==> src/rtl/fuzzy_pi_sampler_pkg.sv <==
// Shared state encoding and Q-format defaults for the fuzzy PI sampler front end.
package fuzzy_pi_sampler_pkg;

  localparam int FPI_N  = 16;  // data width, signed Q1.(N-1)
  localparam int FPI_BN = 2;   // gain integer bits, unsigned Q bN.(N-bN)
  localparam int FPI_PW = 16;  // sample-period counter width

  typedef enum logic [2:0] {
    S_IDLE  = 3'd0,
    S_LATCH = 3'd1,
    S_MUL   = 3'd2,
    S_SAT   = 3'd3,
    S_STRT  = 3'd4,
    S_WAIT  = 3'd5
  } fpi_state_t;

  function automatic int fpi_tmo_cyc(input int n);
    return 4 * n + 16;
  endfunction

endpackage

==> src/rtl/fuzzy_pi_sampler_sat_scale.sv <==
// Product -> arithmetic shift right by SH -> clamp to signed N bits; combinational, no flow control.
// clamp flags that the shifted value did not fit and was forced to the nearest limit.
module fuzzy_pi_sampler_sat_scale #(
  parameter int IW = 34,
  parameter int N  = 16,
  parameter int SH = 14
) (
  input  logic signed [IW-1:0] prod,
  output logic        [N-1:0]  val,
  output logic                 clamp
);

  localparam int HW = IW - N + 1;

  logic signed [IW-1:0] shifted;
  logic        [HW-1:0] hi;

  always_comb begin
    shifted = prod >>> SH;
    // fits in N bits only when everything above the result's sign bit is a sign copy
    hi      = shifted[IW-1:N-1];
    clamp   = !((&hi) || !(|hi));
    if (!clamp)
      val = shifted[N-1:0];
    else if (shifted[IW-1])
      val = {1'b1, {(N-1){1'b0}}};
    else
      val = {1'b0, {(N-1){1'b1}}};
  end

endmodule

==> src/rtl/fuzzy_pi_sampler.sv <==
// Fuzzy PI front end: per tick forms e/de, scales, saturates to x/y and strobes start; tick->start 4 cycles.
// Holds in WAIT until rdy; ticks while busy are dropped with miss. FPI_TIMEOUT_EN adds a rdy timeout (tmo).
module fuzzy_pi_sampler
  import fuzzy_pi_sampler_pkg::*;
#(
  parameter int N  = FPI_N,
  parameter int bN = FPI_BN,
  parameter int PW = FPI_PW
`ifdef FPI_TIMEOUT_EN
  , parameter int TMO_CYC = fpi_tmo_cyc(N)
`endif
) (
  input  logic          clk,
  input  logic          rst,
  input  logic          en,
  input  logic [PW-1:0] period,
  input  logic [N-1:0]  sp,
  input  logic [N-1:0]  fb,
  input  logic [N-1:0]  ke,
  input  logic [N-1:0]  kde,
  output logic [N-1:0]  x,
  output logic [N-1:0]  y,
  output logic          start,
  input  logic          rdy,
  output logic          busy,
  output logic          ovf,
  output logic          miss,
  output logic          tmo
);

  localparam int EW  = N + 1;
  localparam int DW  = N + 2;
  localparam int PEW = 2 * EW;
  localparam int PDW = 2 * DW;
  localparam int SH  = N - bN;

  fpi_state_t            state;
  logic [PW-1:0]         cnt;
  logic                  tick;
  logic signed [EW-1:0]  e_now;
  logic signed [EW-1:0]  e;
  logic signed [EW-1:0]  e_prev;
  logic signed [DW-1:0]  de;
  logic signed [PEW-1:0] pe;
  logic signed [PDW-1:0] pde;
  logic [N-1:0]          x_sat;
  logic [N-1:0]          y_sat;
  logic                  x_clamp;
  logic                  y_clamp;

`ifdef FPI_TIMEOUT_EN
  localparam int TW = $clog2(TMO_CYC + 1);
  logic [TW-1:0] wcnt;
`else
  assign tmo = 1'b0;
`endif

  assign tick  = en && (cnt == period);
  assign miss  = tick && (state != S_IDLE);
  assign e_now = $signed({sp[N-1], sp}) - $signed({fb[N-1], fb});

  // Free-running sample timer; keeps counting through a busy sequence.
  always_ff @(posedge clk) begin
    if (rst || !en)
      cnt <= '0;
    else if (cnt >= period)
      cnt <= '0;
    else
      cnt <= cnt + PW'(1);
  end

  fuzzy_pi_sampler_sat_scale #(.IW(PEW), .N(N), .SH(SH)) u_sat_x (
    .prod  (pe),
    .val   (x_sat),
    .clamp (x_clamp)
  );

  fuzzy_pi_sampler_sat_scale #(.IW(PDW), .N(N), .SH(SH)) u_sat_y (
    .prod  (pde),
    .val   (y_sat),
    .clamp (y_clamp)
  );

  always_ff @(posedge clk) begin
    if (rst) begin
      state  <= S_IDLE;
      e      <= '0;
      e_prev <= '0;
      de     <= '0;
      pe     <= '0;
      pde    <= '0;
      x      <= '0;
      y      <= '0;
      start  <= 1'b0;
      busy   <= 1'b0;
      ovf    <= 1'b0;
`ifdef FPI_TIMEOUT_EN
      wcnt   <= '0;
      tmo    <= 1'b0;
`endif
    end else begin
      start <= 1'b0;
      ovf   <= 1'b0;
`ifdef FPI_TIMEOUT_EN
      tmo   <= 1'b0;
`endif
      case (state)
        S_IDLE: begin
          if (tick) begin
            state <= S_LATCH;
            busy  <= 1'b1;
          end
        end
        S_LATCH: begin
          e      <= e_now;
          de     <= $signed({e_now[EW-1], e_now}) - $signed({e_prev[EW-1], e_prev});
          e_prev <= e_now;
          state  <= S_MUL;
        end
        S_MUL: begin
          // operands widened to the product width so the signed multiply is exact
          pe    <= $signed({{EW{e[EW-1]}}, e}) * $signed({{(PEW-N){1'b0}}, ke});
          pde   <= $signed({{DW{de[DW-1]}}, de}) * $signed({{(PDW-N){1'b0}}, kde});
          state <= S_SAT;
        end
        S_SAT: begin
          x     <= x_sat;
          y     <= y_sat;
          ovf   <= x_clamp || y_clamp;
          start <= 1'b1;
          state <= S_STRT;
        end
        S_STRT: begin
          state <= S_WAIT;
`ifdef FPI_TIMEOUT_EN
          wcnt  <= '0;
`endif
        end
        S_WAIT: begin
          if (rdy) begin
            state <= S_IDLE;
            busy  <= 1'b0;
          end
`ifdef FPI_TIMEOUT_EN
          else if (wcnt == TW'(TMO_CYC - 1)) begin
            state <= S_IDLE;
            busy  <= 1'b0;
            tmo   <= 1'b1;
          end else begin
            wcnt <= wcnt + TW'(1);
          end
`endif
        end
        default: begin
          state <= S_IDLE;
          busy  <= 1'b0;
        end
      endcase
    end
  end

endmodule
==> config.mk <==
export PLATFORM = sky130hd
export DESIGN_NAME = fuzzy_pi_sampler
export DESIGN_NICKNAME = d
export VERILOG_FILES = /design/src/rtl/fuzzy_pi_sampler_pkg.sv /design/src/rtl/fuzzy_pi_sampler_sat_scale.sv /design/src/rtl/fuzzy_pi_sampler.sv
export SDC_FILE = /design/constraint.sdc
export NUM_CORES = 2
export LEC_CHECK = 0
export CORE_ASPECT_RATIO = 2
export CORE_UTILIZATION = 24
export DETAILED_ROUTE_END_ITERATION = 16
export HOLD_SLACK_MARGIN = 0.15
export SLEW_MARGIN = 30
export SYNTH_ARGS = -nofsm -noshare
export SYNTH_HDL_FRONTEND = slang
export SYNTH_SLANG_ARGS = --single-unit
==> constraint.sdc <==
create_clock -name clk -period 9.11 [get_ports clk]
set_clock_uncertainty 0.2 [all_clocks]
set_input_delay 1.822 -clock clk [delete_from_list [all_inputs] [get_ports clk]]
set_output_delay 1.822 -clock clk [all_outputs]
set_load 0.01 [all_outputs]
==> impl_metrics.json <==
{
  "drtIter0Drc": 882,
  "synth_seq_cells": 130,
  "drt_wl_total_mm": 79.51,
  "ys.flop_type": "dfxtp_1",
  "core_area_um2": 113900,
  "nFillCells": 12341,
  "numCtsBuffers": 17,
  "crit_chain": "clkdlybuf4s50_1 > and2_1 > fa_1 > inv_1 > fa_1 > fa_1 > inv_1 > fa_1 > fa_1 > inv_1 > fa_1 > inv_1 > ha_1 > a211o_1 > a211o_1 > a2111oi_4 > nor3_2 > nor3_4 > nor3b_2 > o31a_1 > mux2i_1 > o21ai_1",
  "synth.distinct_cells": 73,
  "worst-path-max-fanout": 17,
  "hold_viol_final": 0,
  "holdBufCountCts": 0,
  "grt_util_all_layers_pct": 14.31,
  "r2r_end": "pe[33]",
  "path_delay_family": "adder cells",
  "drv_slew": 0,
  "multi_input_area_um2": 21530,
  "seq_area_um2": 2603,
  "grt_pass1_vias": 23798,
  "clk_pin_slew_worst_paths_ps": 70,
  "post_cts_buffers": 0,
  "nets": 4126,
  "power_leakage_uw": 0.01537,
  "r2r_start": "e_prev[12]",
  "worstPathArrival_ps": 8390,
  "grt_pass1_wl_mm": 128.7,
  "slew_headroom_pct": 37.28,
  "critPathKind": "in2reg",
  "grt_max_degree": 63,
  "clock-sinks": 130,
  "avgSynthCellArea_um2": 8.630,
  "max_freq_mhz": 120.7,
  "rrSetupSlack_ps": 2100,
  "wl_per_cell_um": 16.68,
  "place_hpwl_mm": 67.28,
  "crit_buf_inv": 5,
  "synthArstFlopShare_pct": 0,
  "ctsResizeCount": 0,
  "synth_edf_count": 0,
  "rows": 175,
  "tns_ps": 0,
  "initial_utilization_pct": 24.25,
  "yosysWarnings": 0,
  "utilization_pct": 27.32,
  "cap_violations": 0,
  "die_h_um": 481.7,
  "hp-start": "pde[21]",
  "period_minus_slack_ps": 8282,
  "crit_required_ps": 9220,
  "outcome": "finished, final reports clean",
  "drive_gt1_share_pct": 3.371,
  "drc": 0,
  "cpMostUsedCell": "fa_1",
  "antenna_found_initial": 0,
  "syn2layout_area_growth_pct": 12.65,
  "port_buffers": 119,
  "max_slew.worst_pin.slew_ps": 939.6,
  "p_per_area_nw_per_um2": 51.56,
  "clk_latency_ps": 450,
  "rsz0062_at_grt": "no",
  "syn_nets": 4076,
  "peakVddDrop_mv": 0.08470,
  "ys_seq_area_share_pct": 9.424,
  "gp_congestion": 0.8757,
  "crit_slowest_cell": "clkdlybuf4s50_1",
  "dieArea_um2": 116500,
  "worst_setup_path_end_kind": "flip-flop",
  "cts_buffer_depth": 2,
  "ant_nets": 0,
  "period_share_pct": 90.92,
  "cts_tree": "done",
  "syn-cell-area_um2": 27620,
  "overflow": 0,
  "diodes": 0,
  "hp-class": "reg2reg",
  "boundaryPins": 121,
  "startpoint_type": "primary input",
  "max_stage_delay_ps": 680,
  "cts-root-buf": "clkbuf_16",
  "synthCells": 3200,
  "rr_worst_depth": 20,
  "worstHoldEndpoint": "pde[21]",
  "via_per_inst": 4.427,
  "die_x_um": 241.9,
  "h-tree-depth": 4,
  "min_path_cells": 2,
  "first_pass_iters": 5,
  "via_count": 21105,
  "setup_viol": 0
}
## cells in the mapped netlist (40+ instances only)
library cell / instances / area (um^2)
a21oi_1: 143 / 715.7
and2_1: 231 / 1445
clkbuf_1: 132 / 495.5
dfxtp_1: 130 / 2603
fa_1: 570 / 11410
ha_1: 222 / 2778
inv_1: 779 / 2924
nand2_1: 462 / 1734
nand3_1: 40 / 200.2
nor2_1: 72 / 270.3
nor3_1: 40 / 200.2
o21ai_0: 64 / 320.3
xnor2_1: 51 / 446.7
## stage by stage
stage	setup WS, ps	cells	total power [uW]	instance area [um^2]	hold WS (ps)
3_5_place_dp	376.2	4735	896.5	30510	251.7
6_report	827.6	4767	1604	31110	259.7
3_3_place_gp	344.5	4735	894.2	30510	243.6
5_1_grt	475.1	4767	1675	31110	273.8
2_1_floorplan	1221	3200	781.9	27620	232.2
4_1_cts	846.6	4767	1625	31110	260.8
## per-layer routing
layer,up-vias,part of all wire [%],global-route usage [%]
met5,-,0,0
met4,0,7.7,10.15
met3,222,2.2,1.202
met2,438,56,28.09
met1,10749,34,13.91
li1,9696,-,-
## state kept, by name, summed over array words and instances (netlist names)
name,cells
e_prev,17
de,18
y,16
ovf,1
start,1
cnt,16
pde,21
state,3
x,16
busy,1
pe,20
## tightest hold or removal path, cell delays in order, from the launching register on
cell     delay, ps
dfxtp_1        310
nand2_1         50
a21oi_1         50
## final cells by class
cell class	instances	share of cell area, %
Inverter	779	9.403
Multi-Input combinational cell	2152	69.19
Clock buffer	20	1.468
Timing Repair Buffer	170	5.051
Sequential cell	130	8.365
Tap cell	1504	6.049
Clock inverter	12	0.4705
## layout by cell type, fill, tap and decap left out, types with 51 or more instances in the layout
cell type / synthesis / final
clkdlybuf4s50_1: 0 / 118
inv_1: 779 / 778
and2_1: 231 / 231
fa_1: 570 / 570
nor2_1: 72 / 72
nand2_1: 462 / 462
a21oi_1: 143 / 143
dfxtp_1: 130 / 130
buf_4: 2 / 52
ha_1: 222 / 222
o21ai_0: 64 / 64
xnor2_1: 51 / 51
## report_power, final
group	total [uW]	leakage, uW	internal (uW)	switching (uW)
Sequential	572	0.00105	570	1.84
Clock	719	0.000286	423	296
Combinational	313	0.0140	129	184
## worst max path at each step
stage / from / end / slack [ps] / cells after the start
6_report: ke[5] / pe[31] / 830 / 22
5_1_grt: kde[3] / pde[32] / 480 / 21
4_1_cts: ke[2] / pe[33] / 850 / 20
3_5_place_dp: ke[5] / pe[31] / 380 / 22
3_3_place_gp: ke[5] / pe[31] / 340 / 22
2_1_floorplan: ke[4] / pe[23] / 1220 / 22
## cells by family after synthesis
kind of cell	Yosys count	synth area share, %
flip-flops	130	9.424
other	1	0.01358
AND/OR/NAND/NOR	929	16.09
XOR/XNOR	74	2.347
adder cells (fa/ha/maj)	792	51.38
AO/OA/AOI/OAI	352	7.956
multiplexers	4	0.1450
buffers and inverters	918	12.65
No activity file was read; power rests on OpenSTA's default activity.
